$ cat src/rtl/video_timing_gen.sv
// Raster timing generator for the DVI/HDMI path: x/y counters, syncs, blanking, line/frame strobes.
// Define VTG_EARLY_REQ_EN to add the o_req/o_req_x/o_req_y prefetch counter pair running REQ_LEAD ahead.
module video_timing_gen #(
  parameter  int unsigned H_ACTIVE = 640,
  parameter  int unsigned H_FP     = 16,
  parameter  int unsigned H_SYNC   = 96,
  parameter  int unsigned H_BP     = 48,
  parameter  int unsigned V_ACTIVE = 480,
  parameter  int unsigned V_FP     = 10,
  parameter  int unsigned V_SYNC   = 2,
  parameter  int unsigned V_BP     = 33,
  parameter  int unsigned HS_POL   = 0,
  parameter  int unsigned VS_POL   = 0,
  parameter  int unsigned REQ_LEAD = 2,
  localparam int unsigned H_TOTAL  = H_ACTIVE + H_FP + H_SYNC + H_BP,
  localparam int unsigned V_TOTAL  = V_ACTIVE + V_FP + V_SYNC + V_BP,
  localparam int unsigned XW       = $clog2(H_TOTAL),
  localparam int unsigned YW       = $clog2(V_TOTAL)
) (
  input  logic          i_clk,
  input  logic          i_rst_n,
  input  logic          i_enable,
  output logic          o_hsync,
  output logic          o_vsync,
  output logic          o_blanking,
  output logic [1:0]    o_control_data,
  output logic [XW-1:0] o_x,
  output logic [YW-1:0] o_y,
  output logic          o_line_start,
  output logic          o_frame_start
`ifdef VTG_EARLY_REQ_EN
  ,
  output logic          o_req,
  output logic [XW-1:0] o_req_x,
  output logic [YW-1:0] o_req_y
`endif
);

  localparam int unsigned HS_START = H_ACTIVE + H_FP;
  localparam int unsigned HS_END   = H_ACTIVE + H_FP + H_SYNC;
  localparam int unsigned VS_START = V_ACTIVE + V_FP;
  localparam int unsigned VS_END   = V_ACTIVE + V_FP + V_SYNC;
  localparam logic [XW-1:0] H_LAST = XW'(H_TOTAL - 1);
  localparam logic [YW-1:0] V_LAST = YW'(V_TOTAL - 1);
  localparam logic HS_ON = HS_POL[0];
  localparam logic VS_ON = VS_POL[0];

  if (REQ_LEAD == 0 || REQ_LEAD >= H_TOTAL) begin : g_bad_req_lead
    $error("video_timing_gen: REQ_LEAD must be in 1..H_TOTAL-1");
  end

  // h/v hold the position the next enabled clock will present on o_x/o_y.
  logic [XW-1:0] h, h_next;
  logic [YW-1:0] v, v_next;
  logic          hs_lvl, vs_lvl, active;

  always_comb begin
    h_next = h + 1'b1;
    v_next = v;
    if (h == H_LAST) begin
      h_next = '0;
      v_next = (v == V_LAST) ? '0 : v + 1'b1;
    end
    active = (32'(h) < H_ACTIVE) && (32'(v) < V_ACTIVE);
    hs_lvl = ((32'(h) >= HS_START) && (32'(h) < HS_END)) ? HS_ON : ~HS_ON;
    vs_lvl = ((32'(v) >= VS_START) && (32'(v) < VS_END)) ? VS_ON : ~VS_ON;
  end

  always_ff @(posedge i_clk) begin
    if (!i_rst_n) begin
      h              <= '0;
      v              <= '0;
      o_x            <= '0;
      o_y            <= '0;
      o_blanking     <= 1'b1;
      o_hsync        <= ~HS_ON;
      o_vsync        <= ~VS_ON;
      o_control_data <= {~VS_ON, ~HS_ON};
      o_line_start   <= 1'b0;
      o_frame_start  <= 1'b0;
    end else if (i_enable) begin
      h              <= h_next;
      v              <= v_next;
      o_x            <= h;
      o_y            <= v;
      o_blanking     <= ~active;
      o_hsync        <= hs_lvl;
      o_vsync        <= vs_lvl;
      o_control_data <= {vs_lvl, hs_lvl};
      o_line_start   <= (h == '0);
      o_frame_start  <= (h == '0) && (v == '0);
    end
  end

`ifdef VTG_EARLY_REQ_EN
  logic [XW-1:0] rh, rh_next;
  logic [YW-1:0] rv, rv_next;
  logic          ractive;

  always_comb begin
    rh_next = rh + 1'b1;
    rv_next = rv;
    if (rh == H_LAST) begin
      rh_next = '0;
      rv_next = (rv == V_LAST) ? '0 : rv + 1'b1;
    end
    ractive = (32'(rh) < H_ACTIVE) && (32'(rv) < V_ACTIVE);
  end

  always_ff @(posedge i_clk) begin
    if (!i_rst_n) begin
      rh      <= XW'(REQ_LEAD);
      rv      <= '0;
      o_req   <= 1'b0;
      o_req_x <= XW'(REQ_LEAD);
      o_req_y <= '0;
    end else if (i_enable) begin
      rh      <= rh_next;
      rv      <= rv_next;
      o_req   <= ractive;
      o_req_x <= rh;
      o_req_y <= rv;
    end
  end
`endif

endmodule
$ cat config.mk
export PLATFORM = sky130hd
export DESIGN_NAME = video_timing_gen
export DESIGN_NICKNAME = d
export VERILOG_FILES = /design/src/rtl/video_timing_gen.sv
export SDC_FILE = /design/constraint.sdc
export NUM_CORES = 1
export LEC_CHECK = 0
export ABC_AREA = 0
export CELL_PAD_IN_SITES_DETAIL_PLACEMENT = 0
export CELL_PAD_IN_SITES_GLOBAL_PLACEMENT = 1
export CORE_ASPECT_RATIO = 0.5
export CORE_MARGIN = 2
export CORE_UTILIZATION = 45
export CTS_BUF_LIST = sky130_fd_sc_hd__clkbuf_2
export CTS_CLUSTER_DIAMETER = 80
export DETAILED_ROUTE_END_ITERATION = 10
export PLACE_DENSITY = 0.92
export SYNTH_ARGS = -nofsm -noshare
export SYNTH_HDL_FRONTEND = slang
export SYNTH_SLANG_ARGS = --single-unit
export TNS_END_PERCENT = 100
$ cat constraint.sdc
create_clock -name i_clk -period 5.9 [get_ports i_clk]
set_clock_uncertainty 0.15 [all_clocks]
set_input_delay 1.18 -clock i_clk [delete_from_list [all_inputs] [get_ports i_clk]]
set_output_delay 1.18 -clock i_clk [all_outputs]
set_load 0.01 [all_outputs]
==> results by group <==
Outcome
  – Status: finished clean

Global routing
  – Gr usage total: 0.170
  – First-pass GRT wire length: 6830 um
  – Number of global-route vias before repair: 1430
  – Maximum number of pins on one net before global-route repair: 40
  – Total gr overflow: 0
  – Initial antenna violation count: 0

Routing
  – Drt pass-1 iters: 4
  – Post-route DRC: 0
  – Final wirelength: 4010 um
  – Initial detailed-routing violation count: 52
  – DR WL/cell: between 10 and 15 um
  – Vias per inst: 5.25
  – Vias: between 1500 and 2000
  – Final ANT Viol Nets: 0

Placed design
  – HPWL Detailed: 2710 um
  – Final GP Congestion: 0.781
  – Placed Instances: about 290
  – Port Buffers: 29

Worst setup path
  – Worst EP required: 6110 ps
  – CP startpoint kind: input pin
  – Worst Path Class, Setup: in2reg
  – CP endpoint kind: register
  – Register-to-register setup slack: 3620 ps
  – Crit path DAT: 3490 ps
  – Peak fanout along the critical path: 39

Clocking
  – Root cell of the clock tree: clkbuf_2
  – Cts bufs inserted: 5
  – Hold-fix buffers, CTS: 0
  – H-tree depth: 2
  – Deepest clock path buffer count: 2
  – Clk slew on worst S/H paths: 240 ps
  – CTS tree: yes
  – Clock Latency Late Sink: 420 ps
  – Post-CTS Setup Bufs: 0
  – Resize count post-CTS: 0
  – CTS sink count: 45

Yosys
  – Synthesized Nets: 220
  – Seq/Total Area, Yosys: 0.447
  – Ys Warns: 0
  – Number of synthesized flops with an enable pin: 0
  – Post-synth ARST share: 0
  – Syn_area_per_cell: between 9 and 10 sq um
  – Synthesized instance count: 213
  – Top FF cell, synth: dfxtp_1
  – Yosys reg bits: 45
  – Yosys cell types: 35
  – Cell Area, Synth: 2020 sq um

Power and ir drop
  – Maximum VDD drop: 0.0998 mV
  – Sw Pwr: 0.119 mW
  – Logic pwr share: 0.055
  – Reg power frac: 0.559
  – Clock network fraction of design power: 0.386
  – Pwr dens: between 200 and 250 nW/um^2
  – Leak: roughly 0.84 nW
  – Int Power: between 0.4 and 0.5 mW
  – Switch share: 0.215

STA
  – Final Cycle Share: 0.556
  – Final-report max-slew violation count: 0
  – Tmin final: 3280 ps
  – Relative slew slack: 0.331
  – Setup TNS: 0 ps
  – Hold WS: ~360 ps
  – Final hold violation count: 0
  – Setup-failing EPs final: 0
  – Unrepaired setup endpoints after global routing: no
  – Slew at the pin closest to its max-slew limit: between 900 and 1000 ps
  – Max Fclk: 305 MHz

Finish
  – Finished Layout Cells: 296
  – # fillers: 392
  – Layout overhead on the synthesized area: 19.9%
  – Nets: around 250
  – Share of cells above drive strength 1: 0.0544
  – Antenna diode count: 0

Job
  – # Max-Cap Violations: 0

Min path
  – HP Class: reg2reg

Floorplanning
  – Core Rows: 17
  – Die W: between 90 and 100 um
  – Core ar.: 4360 sq um
  – Starting density of the core: 0.463
  – Die Span Y: 51.3 um
  – IO Pins: 30
  – Die footprint: between 5000 and 6000 sq um
cell usage after synthesis, types with 3 or more instances:
library cell   n  area (sq um)
a21boi_0       5          37.5
a21oi_1        4          20.0
buf_2          4          20.0
clkbuf_1       6          22.5
dfxtp_1       45           901
ha_1           4          50.1
inv_1          7          26.3
mux2i_1       19           190
nand2_1       10          37.5
nand2b_1       6          37.5
nand3_1       11          55.1
nand4_1        8          50.1
nand4b_1       4          35.0
nor2_1        13          48.8
nor2b_1       21           131
o21ai_0        7          35.0
o31ai_1        3          22.5
or3_1          4          25.0
xnor2_1        5          43.8
xor2_1         5          43.8
layout by cell type, fill, tap and decap left out, drive strengths merged, types with 5 or more instances in the layout:
| cell type | count |
|---|---|
| o21ai | 8 |
| dfxtp | 45 |
| nand2 | 10 |
| nand4 | 8 |
| a21oi | 5 |
| nor2 | 13 |
| a21boi | 5 |
| xnor2 | 5 |
| nand3 | 11 |
| nor2b | 21 |
| nand2b | 6 |
| clkbuf | 5 |
| clkdlybuf4s50 | 29 |
| mux2i | 19 |
| inv | 7 |
| xor2 | 5 |
registers in the layout (all words and copies together) (netlist names):
signal and flops:
o_vsync 1, o_x 10, o_blanking 1, o_y 10, v 10, h 10, o_control_data 1, o_line_start 1
o_frame_start 1
cell type report:
| class | count | area [sq um] | share of cell area |
|---|---|---|---|
| Tap cell | 57 | 71.3 | 0.0295 |
| Sequential cell | 45 | 901 | 0.372 |
| Multi-Input combinational cell | 149 | 1030 | 0.427 |
| Clock buffer | 5 | 25.0 | 0.0103 |
| Clock inverter | 3 | 65.1 | 0.0269 |
| Timing Repair Buffer | 30 | 298 | 0.123 |
| Inverter | 7 | 26.3 | 0.0109 |
per-layer routing:
| layer | track usage | up-vias | part of all wire |
|---|---|---|---|
| li1 | - | 791 | - |
| met1 | 0.219 | 741 | 0.49 |
| met2 | 0.288 | 16 | 0.46 |
| met3 | 0.0369 | 7 | 0.026 |
| met4 | 0.0571 | 0 | 0.018 |
| met5 | 0 | - | 0 |
cell families after synthesis:
family / Yosys count / synth area share
flip-flops: 45 / 0.447
AND/OR/NAND/NOR: 93 / 0.278
adder cells (fa/ha/maj): 4 / 0.0248
XOR/XNOR: 10 / 0.0434
multiplexers: 19 / 0.0943
AO/OA/AOI/OAI: 23 / 0.0713
buffers and inverters: 19 / 0.0416
path summary, 6_finish.rpt:
path | from | to | cells past startpoint
setup / recovery | i_enable | v[7] | 6
hold / removal | o_line_start | o_line_start | 2
setup reg to reg | h[1] | v[7] | 5
hold reg to reg | o_line_start | o_line_start | 2
power by group through the flow:
stage               Combinational (mW)  Sequential [mW]  Clock (mW)
global placement                0.0302            0.317           0
global route                    0.0337            0.312       0.232
CTS                             0.0308            0.311       0.219
finish                          0.0304            0.311       0.215
floorplan                       0.0192            0.317           0
detailed placement              0.0306            0.317           0
through the flow:
step	utilization	power [mW]	area, sq um	setup slack, ps
after floorplan	-	0.337	2020	3360
after global placement	0.534	0.347	2330	2260
after detailed placement	0.534	0.347	2330	2190
after CTS	0.555	0.561	2420	2620
after global routing	0.555	0.577	2420	2400
final	0.555	0.556	2420	2620
worst max-delay path, stage by stage:
cell             delay, ps
clkdlybuf4s50_1        470
buf_4                  410
nand2_1                150
or3_1                  570
or4_1                  540
a21oi_1                150
Note: power is estimated with default switching activity, not from simulation.
